[config.mk]
export PLATFORM = sky130hd
export DESIGN_NAME = dmem_arbiter
export DESIGN_NICKNAME = d
export VERILOG_FILES = /design/src/rtl/dmem_arbiter_pkg.sv /design/src/rtl/dmem_starve_ctr.sv /design/src/rtl/dmem_arbiter.sv
export SDC_FILE = /design/constraint.sdc
export NUM_CORES = 1
export LEC_CHECK = 0
export ABC_CLOCK_PERIOD_IN_PS = 1830
export CAP_MARGIN = 20
export CELL_PAD_IN_SITES_DETAIL_PLACEMENT = 0
export CELL_PAD_IN_SITES_GLOBAL_PLACEMENT = 2
export CORE_MARGIN = 4
export CORE_UTILIZATION = 22
export CTS_CLUSTER_DIAMETER = 30
export DETAILED_ROUTE_END_ITERATION = 16
export GPL_TIMING_DRIVEN = 1
export PLACE_DENSITY = 0.75
export SETUP_SLACK_MARGIN = 0.1
export SLEW_MARGIN = 20
export SYNTH_ARGS = -nofsm -noshare
export SYNTH_HDL_FRONTEND = slang
export SYNTH_SLANG_ARGS = --single-unit
[constraint.sdc]
create_clock -name clk -period 1.83 [get_ports clk]
set_input_delay 0.366 -clock clk [delete_from_list [all_inputs] [get_ports clk]]
set_output_delay 0.366 -clock clk [all_outputs]
set_load 0.02 [all_outputs]
[src/rtl/dmem_arbiter_pkg.sv]
// -----------------------------------------------------------------------------
// dmem_arbiter_pkg
// Shared types and defaults for the data-memory arbiter.
//   arb_state_e : arbiter FSM states (IDLE -> WAIT -> RESP -> IDLE)
//   owner_e     : which requester owns the outstanding transaction
//   CNT_W       : width of the latency and starvation counters (covers 1..15)
// -----------------------------------------------------------------------------
package dmem_arbiter_pkg;

    typedef enum logic [1:0] {
        IDLE = 2'd0,
        WAIT = 2'd1,
        RESP = 2'd2
    } arb_state_e;

    typedef enum logic {
        OWN_C = 1'b0,
        OWN_D = 1'b1
    } owner_e;

    localparam int CNT_W          = 4;
    localparam int MEM_LAT_DEF    = 1;
    localparam int STARVE_MAX_DEF = 4;

endpackage

[src/rtl/dmem_starve_ctr.sv]
// -----------------------------------------------------------------------------
// dmem_starve_ctr
// Saturating count of consecutive arbitrations the debug port has lost.
// Ports:
//   clk   in  clock, rising edge
//   reset in  asynchronous active-low reset (count -> 0)
//   inc   in  debug port lost an arbitration this cycle
//   clr   in  debug port was granted this cycle (has priority over inc)
//   sat   out count has reached STARVE_MAX; debug port must win next time
// -----------------------------------------------------------------------------
module dmem_starve_ctr
    import dmem_arbiter_pkg::*;
#(
    parameter int STARVE_MAX = STARVE_MAX_DEF
) (
    input  logic clk,
    input  logic reset,
    input  logic inc,
    input  logic clr,
    output logic sat
);

    logic [CNT_W-1:0] cnt;

    assign sat = (cnt == CNT_W'(STARVE_MAX));

    always_ff @(posedge clk or negedge reset) begin
        if (!reset) begin
            cnt <= '0;
        end else if (clr) begin
            cnt <= '0;
        end else if (inc && !sat) begin
            cnt <= cnt + 1'b1;
        end
    end

endmodule

[src/rtl/dmem_arbiter.sv]
// -----------------------------------------------------------------------------
// dmem_arbiter
// Shares one synchronous data-memory port between the pipeline MEM stage
// (port C) and a debug/loader port (port D). One transaction is outstanding
// at a time. C has fixed priority; D is forced through after STARVE_MAX
// consecutive lost arbitrations.
//
// Ports:
//   clk, reset                 clock (rising edge), async active-low reset
//   c_rd/c_wr/c_addr/c_wdata/c_func3   pipeline request (held until c_rsp_valid)
//   c_rsp_valid, c_rdata       one-cycle pipeline response and read data
//   c_stall                    pipeline stall: request pending, no response yet
//   d_rd/d_wr/d_addr/d_wdata/d_func3   debug request (held until d_rsp_valid)
//   d_gnt                      debug request issued to memory this cycle
//   d_rsp_valid, d_rdata       one-cycle debug response and read data
//   mem_rd/mem_wr              one-cycle memory command strobes
//   mem_addr/mem_wdata/mem_func3 memory command fields (hold after issue)
//   mem_rdata                  memory read data, valid MEM_LAT cycles after cmd
//   err                        sticky: rd and wr seen high together on a port
//
// Timing: issue in cycle T (IDLE), read data captured at T+MEM_LAT,
// response strobe at T+MEM_LAT+1, next issue no earlier than T+MEM_LAT+2.
// -----------------------------------------------------------------------------
module dmem_arbiter
    import dmem_arbiter_pkg::*;
#(
    parameter int ADDR_W     = 9,
    parameter int DATA_W     = 32,
    parameter int MEM_LAT    = MEM_LAT_DEF,
    parameter int STARVE_MAX = STARVE_MAX_DEF
) (
    input  logic              clk,
    input  logic              reset,

    input  logic              c_rd,
    input  logic              c_wr,
    input  logic [ADDR_W-1:0] c_addr,
    input  logic [DATA_W-1:0] c_wdata,
    input  logic [2:0]        c_func3,
    output logic              c_rsp_valid,
    output logic [DATA_W-1:0] c_rdata,
    output logic              c_stall,

    input  logic              d_rd,
    input  logic              d_wr,
    input  logic [ADDR_W-1:0] d_addr,
    input  logic [DATA_W-1:0] d_wdata,
    input  logic [2:0]        d_func3,
    output logic              d_gnt,
    output logic              d_rsp_valid,
    output logic [DATA_W-1:0] d_rdata,

    output logic              mem_rd,
    output logic              mem_wr,
    output logic [ADDR_W-1:0] mem_addr,
    output logic [DATA_W-1:0] mem_wdata,
    output logic [2:0]        mem_func3,
    input  logic [DATA_W-1:0] mem_rdata,

    output logic              err
);

    arb_state_e        state, state_nxt;
    owner_e            owner, owner_nxt;
    logic [CNT_W-1:0]  lat_cnt, lat_nxt;

    logic              c_req, d_req;
    logic              issue, win_d, capture;
    logic              starve_sat, starve_inc, starve_clr;

    logic              wr_p0, wr_p1;
    logic [ADDR_W-1:0] addr_p0, addr_p1;
    logic [DATA_W-1:0] wdata_p0, wdata_p1;
    logic [2:0]        func3_p0, func3_p1;

    assign c_req = c_rd | c_wr;
    assign d_req = d_rd | d_wr;

    // ---- FSM next state / arbitration --------------------------------------
    always_comb begin
        state_nxt = state;
        owner_nxt = owner;
        lat_nxt   = lat_cnt;
        issue     = 1'b0;
        win_d     = 1'b0;
        capture   = 1'b0;

        unique case (state)
            IDLE: begin
                // Gating with reset keeps every strobe low while reset is held,
                // so the first arbitration lands on the first edge after release.
                if (reset && (c_req || d_req)) begin
                    issue     = 1'b1;
                    win_d     = d_req && (!c_req || starve_sat);
                    owner_nxt = win_d ? OWN_D : OWN_C;
                    lat_nxt   = CNT_W'(MEM_LAT);
                    state_nxt = WAIT;
                end
            end
            WAIT: begin
                lat_nxt = lat_cnt - 1'b1;
                if (lat_cnt == CNT_W'(1)) begin
                    capture   = 1'b1;
                    state_nxt = RESP;
                end
            end
            RESP: begin
                state_nxt = IDLE;
            end
            default: begin
                state_nxt = IDLE;
            end
        endcase
    end

    always_ff @(posedge clk or negedge reset) begin
        if (!reset) begin
            state   <= IDLE;
            owner   <= OWN_C;
            lat_cnt <= '0;
        end else begin
            state   <= state_nxt;
            owner   <= owner_nxt;
            lat_cnt <= lat_nxt;
        end
    end

    // ---- p0: winner's command, driven straight onto the memory port --------
    // rd and wr together are treated as a write.
    assign wr_p0    = win_d ? d_wr    : c_wr;
    assign addr_p0  = win_d ? d_addr  : c_addr;
    assign wdata_p0 = win_d ? d_wdata : c_wdata;
    assign func3_p0 = win_d ? d_func3 : c_func3;

    assign mem_rd    = issue & ~wr_p0;
    assign mem_wr    = issue &  wr_p0;
    assign mem_addr  = issue ? addr_p0  : addr_p1;
    assign mem_wdata = issue ? wdata_p0 : wdata_p1;
    assign mem_func3 = issue ? func3_p0 : func3_p1;
    assign d_gnt     = issue & win_d;

    // ---- p1: command held for the rest of the transaction ------------------
    always_ff @(posedge clk or negedge reset) begin
        if (!reset) begin
            wr_p1    <= 1'b0;
            addr_p1  <= '0;
            wdata_p1 <= '0;
            func3_p1 <= '0;
        end else if (issue) begin
            wr_p1    <= wr_p0;
            addr_p1  <= addr_p0;
            wdata_p1 <= wdata_p0;
            func3_p1 <= func3_p0;
        end
    end

    // ---- read-data capture into the owner's register -----------------------
    always_ff @(posedge clk or negedge reset) begin
        if (!reset) begin
            c_rdata <= '0;
            d_rdata <= '0;
        end else if (capture && !wr_p1) begin
            if (owner == OWN_C) begin
                c_rdata <= mem_rdata;
            end else begin
                d_rdata <= mem_rdata;
            end
        end
    end

    // ---- response / stall --------------------------------------------------
    assign c_rsp_valid = (state == RESP) && (owner == OWN_C);
    assign d_rsp_valid = (state == RESP) && (owner == OWN_D);
    // Stall follows C's own request regardless of who owns the memory.
    assign c_stall     = reset & c_req & ~c_rsp_valid;

    // ---- starvation guard --------------------------------------------------
    assign starve_inc = issue & d_req & ~win_d;
    assign starve_clr = issue & win_d;

    dmem_starve_ctr #(
        .STARVE_MAX (STARVE_MAX)
    ) u_starve (
        .clk   (clk),
        .reset (reset),
        .inc   (starve_inc),
        .clr   (starve_clr),
        .sat   (starve_sat)
    );

    // ---- sticky protocol error ---------------------------------------------
    always_ff @(posedge clk or negedge reset) begin
        if (!reset) begin
            err <= 1'b0;
        end else if ((c_rd && c_wr) || (d_rd && d_wr)) begin
            err <= 1'b1;
        end
    end

endmodule

# Yosys cells after proc, flatten, opt, wreduce, memory -nomap -nowiden
# Cells that the tools add are included.
# op_classes
n_addsub	2
eq_ne	6
n_mux	21
bitwise_logic	13
n_reduce_logical	22
# op_table
operator	n
two-way mux 32 bit	2
two-way mux 9 bit	2
two-way mux 4 bit	3
AND reduction 2 bit	5
logical AND 1 bit	8
two-way mux 1 bit	8
case mux 4 bit (2 select lines)	1
AND 1 bit	7
two-way mux 3 bit	2
adder 4 x 1 -> 4 bit (second input constant)	1
equality test 4 x 1 -> 1 bit (second input constant)	1
equality test 4 x 3 -> 1 bit (second input constant)	1
two-way mux 2 bit	2
inequality test 2 bit (second input constant)	2
inverter 1 bit	4
case mux 2 bit (2 select lines)	1
nonzero test 2 bit	2
subtractor 4 x 1 -> 4 bit (second input constant)	1
zero test 1 bit	3
logical OR 1 bit	3
equality test 2 x 1 -> 1 bit (second input constant)	1
equality test 2 bit (second input constant)	1
zero test 2 bit	1
OR 1 bit	2
# word_totals
reg_bits	121
in_bits	126
out_inout_bits	115
word_cells	75

# Depth between registers and ports, before layout
# depth
ltp_word	11
mapped_depth	8
mapped_depth_nobuf	7

# Hierarchy
# Synthesis repeated with hierarchy kept, for this count alone.
# unflattened
hier_cells	427
area_unflattened_um2	5650.4
# modules_own_cells
module	n_inst	cells_per_inst	area_per_inst_um2	seq_area_each_um2
dmem_arbiter	1	403	5416.4	2927.8
dmem_starve_ctr	1	24	234.0	100.1

# Worst setup path after synthesis
# OpenSTA, ideal clock, no wires.
# synth_timing
path_kind	flip-flop to output port
startpoint	reg u_starve.cnt[0]
endpoint	out mem_wdata[0]
t_arrival_ns	1.860
t_required_ns	1.464
path_slack_ns	-0.396
path_stages_with_launch	8
path_buffers	1
path_cell_list	dfrtp_1 inv_1 ha_1 and3b_1 o211ai_4 clkbuf_1 nand2_1 a21oi_1
# synth_between
elab_chain_len	7
# synth_rtl
item	line	rtl
start: declaration	dmem_starve_ctr.sv:23	logic [CNT_W-1:0] cnt;
start signal: assignment	dmem_starve_ctr.sv:33	cnt <= cnt + 1'b1;
equality test 4 x 3 -> 1 bit	dmem_starve_ctr.sv:25	assign sat = (cnt == CNT_W'(STARVE_MAX));
logical OR 1 bit	dmem_arbiter.sv:94	win_d = d_req && (!c_req || starve_sat);
logical AND 1 bit	dmem_arbiter.sv:94	
two-way mux 1 bit	dmem_arbiter.sv:92	if (reset && (c_req || d_req)) begin
two-way mux 1 bit	dmem_arbiter.sv:88	unique case (state)
two-way mux 32 bit	dmem_arbiter.sv:132	assign wdata_p0 = win_d ? d_wdata : c_wdata;
two-way mux 32 bit	--	
end: declaration	dmem_arbiter.sv:56	output logic [DATA_W-1:0] mem_wdata,
# No other way between the ends.

# Final worst setup path
# layout_timing
startpoint	reg u_starve.cnt[1]
endpoint	out mem_wdata[22]
# The elaborated chain is that of the path after synthesis.

==> results.tsv <==
metric	value	unit
outcome	finished, violations left	
violated checks	setup timing	
NumNets Final	909	
Die Area	25950	um2
clock slew at reported path FFs	0.06	ns
Worst-Margin Slew	0.7356	ns
area occupied by multi-input gates	3027	um2
Post-Synthesis Cells	452	
syn_nets	582	
register area	3029	um2
CTS tree	done	
pwr dens	1713	nW/um2
#FFs+latches synth	121	
Slew Viols, Final	0	
synth warn	0	
H-tree levels	4	
ANT nets after route	0	
Overall Power	18.08	mW
Skew-Pair Late Insertion Delay	0.42	ns
hold slack final	0.07839	ns
Fmax	380.3	MHz
critical path peak fanout	7	
total track usage	15.58	%
clock skew	0.008807	ns
Seq pwr share	25.2	%
fin crit period	2.630	ns
clock share of power	19.1	%
Distinct cells, synth	40	
first-pass GRT wire length	31.54	mm
Max rail drop VDD	0.0007123	V
first-pass detailed-route iteration total	4	
GP Congestion	0.7818	
routed via count	4800	
sw frac	38.63	%
initial antenna violation count	1	
area grow syn2layout	104.7	%
Hold-fix buffers, CTS	0	
Top delay family on crit path	buffers and inverters	
I/O Buffers	240	
buffers and inverters on the worst path	6	
routed len/inst	18.53	um
Starting Density	22.57	%
# clock sinks	121	
CP Class	flop to output pin	
I/O Pins	241	
Setup violations, final	120	
die height	161.1	um
vias per cell	4.344	
GRT Residual Overflow	0	
HPWL Detailed	13.47	mm
Period Utilization, post-route	143.7	%
Max-Cap Viols	0	
# DRC	0	
ANT cells	0	
slowest cell on the critical path	dfrtp_1	
Setup TNS	-45.26	ns
routed wire length	20.47	mm
pin count of the biggest net entering global routing	79	
crit-path cells	inv_2 > ha_4 > and3b_2 > o211ai_4 > buf_12 > inv_16 > buf_8 > buf_16 > a21oi_4 > a21oi_2 > buf_4	
Int Pwr	11.10	mW
register area share after synthesis	58.72	%
non-filler cells, final	1105	
fin worst setup slack	-0.7996	ns
cts bufs inserted	17	
Clock Tree Buf Depth	2	
CP max stage delay	0.36	ns
Crit. End Element	output pin	
Core Area	22850	um2
leading cell types in the layout, fill and taps excluded	clkdlybuf4s50_1 (124), dfrtp_1 (120), buf_4 (65), dlygate4sd2_1 (65), a21oi_4 (62)	
final hold violation count	0	
post-layout util	46.19	%
Leakage	4.598	nW
Die X	161.1	um
Fillers	2099	
Gate power share	55.7	%
Syn Area/Cell	11.41	um2
Worst slew margin	50.96	%
most common cell after layout, fill and taps aside	clkdlybuf4s50_1	
CTS root buf	clkbuf_16	
vias in the first global route	5396	
NetSw	6.984	mW
Critical Path RT	1.46	ns
row cnt	55	
Initial DRC Count	106	
Worst Setup Start Kind	flop	
layout cells sized above 1	46.84	%
Syn Std Cell Area	5156	um2
Arr. time, crit path	2.26	ns
Worst Hold Class	input port to asynchronous set/reset pin	
placed cells	1025	
RSZ-0062 raised after global routing	true	
-- path summary, 6_finish.rpt --
kind | start | to | slack (ns) | depth (start not counted)
hold / removal | reset | state[1] | 0.08 | 2
max in group asynchronous | reset | c_rdata[27] | 1.19 | 2
min in group clk | lat_cnt[3] | lat_cnt[3] | 0.49 | 1
hold reg to reg | lat_cnt[3] | lat_cnt[3] | 0.49 | 1
setup / recovery | u_starve.cnt[1] | mem_wdata[22] | -0.80 | 11
setup reg to reg | lat_cnt[1] | d_rdata[28] | -0.26 | 9
-- timing repair --
item	4_1_cts	5_1_grt
pin swaps	54	34
endpoints found under the hold margin	0	0
cloned	11	2
gates resized for setup	435	39
endpoints found under the setup margin	222	161
buffers inserted	32	19
-- cell families after synthesis --
logic type                 count (synthesis)  synth area share, %
muxes                                     64                14.34
and+or+nand+nor                          128                11.48
DFF                                      121                58.72
buffers and inverters                     29                3.494
xor gates and xnor gates                   1               0.1699
adders and majority gates                  4               0.9707
AOI/OAI and AO/OA                        105                10.82
-- metal layers --
| metal | wire [um] | global-route usage, % | up-vias | share of wire (%) |
|---|---|---|---|---|
| li1 | - | - | 2230 | - |
| met1 | 8319 | 18.24 | 2329 | 41 |
| met2 | 9772 | 25.96 | 228 | 48 |
| met3 | 2239 | 7.681 | 11 | 11 |
| met4 | 131 | 3.335 | 2 | 0.64 |
| met5 | 7 | 0 | - | 0.034 |
-- power by group through the flow --
stage,Clock (mW),Combinational (mW),Sequential (mW)
after floorplan,0,4.21,5.45
after CTS,3.57,9.82,4.56
after detailed placement,0,9.23,4.62
final,3.45,10.1,4.56
after global routing,3.68,10.7,4.73
after global placement,0,9.16,4.55
-- registers in the layout, indices dropped and copies added (netlist names) --
register      cells
u_starve.cnt      4
lat_cnt           4
wdata_p1         32
state             2
err               1
owner             1
c_rdata          32
d_rdata          32
wr_p1             1
func3_p1          3
addr_p1           9
-- area by class of cell --
class / instances / share of cell area [%]
flip-flops and latches: 121 / 28.70
well taps: 313 / 3.711
inverters: 5 / 0.3319
repair buffers: 332 / 32.86
clock buffers: 18 / 4.066
multi-input cells: 302 / 28.68
clock inverters: 14 / 1.648
-- synth_stat cells, drive strengths merged --
master,instances,share of area (%)
nor4,1,0.41
or4,1,0.15
nand3b,2,0.53
a221o,1,0.19
nor2b,1,0.12
a22oi,1,0.15
and3,1,0.12
and2,1,0.12
nor2,52,3.9
ha,4,0.97
and3b,2,0.34
xor2,1,0.17
inv,5,0.36
buf,15,2.5
nand2,52,3.8
nand3,5,0.49
mux2,64,14
nor3,2,0.19
o31ai,1,0.15
o21ai,8,0.78
o211ai,2,0.56
or2,2,0.24
or3b,2,0.39
clkbuf,9,0.66
nor3b,3,0.53
dfrtp,121,59
a21oi,92,9.0
nand2b,1,0.12
-- worst register-to-register path: cells and delay by family (launching register included) --
kind	cells	cell delay, ns
simple gates	3	0.66
fa+ha+maj	1	0.12
mux	1	0.29
buf+inv	4	0.52
flops	1	0.38
-- metrics by stage --
step,cell area (um2),worst slack [ns]
floorplan,5909,-0.2140
global placement,8917,-1.126
detailed placement,8917,-1.120
CTS,10390,-0.8345
global route,10550,-0.8806
finish,10550,-0.7996
(Power assumes the default switching activity.)
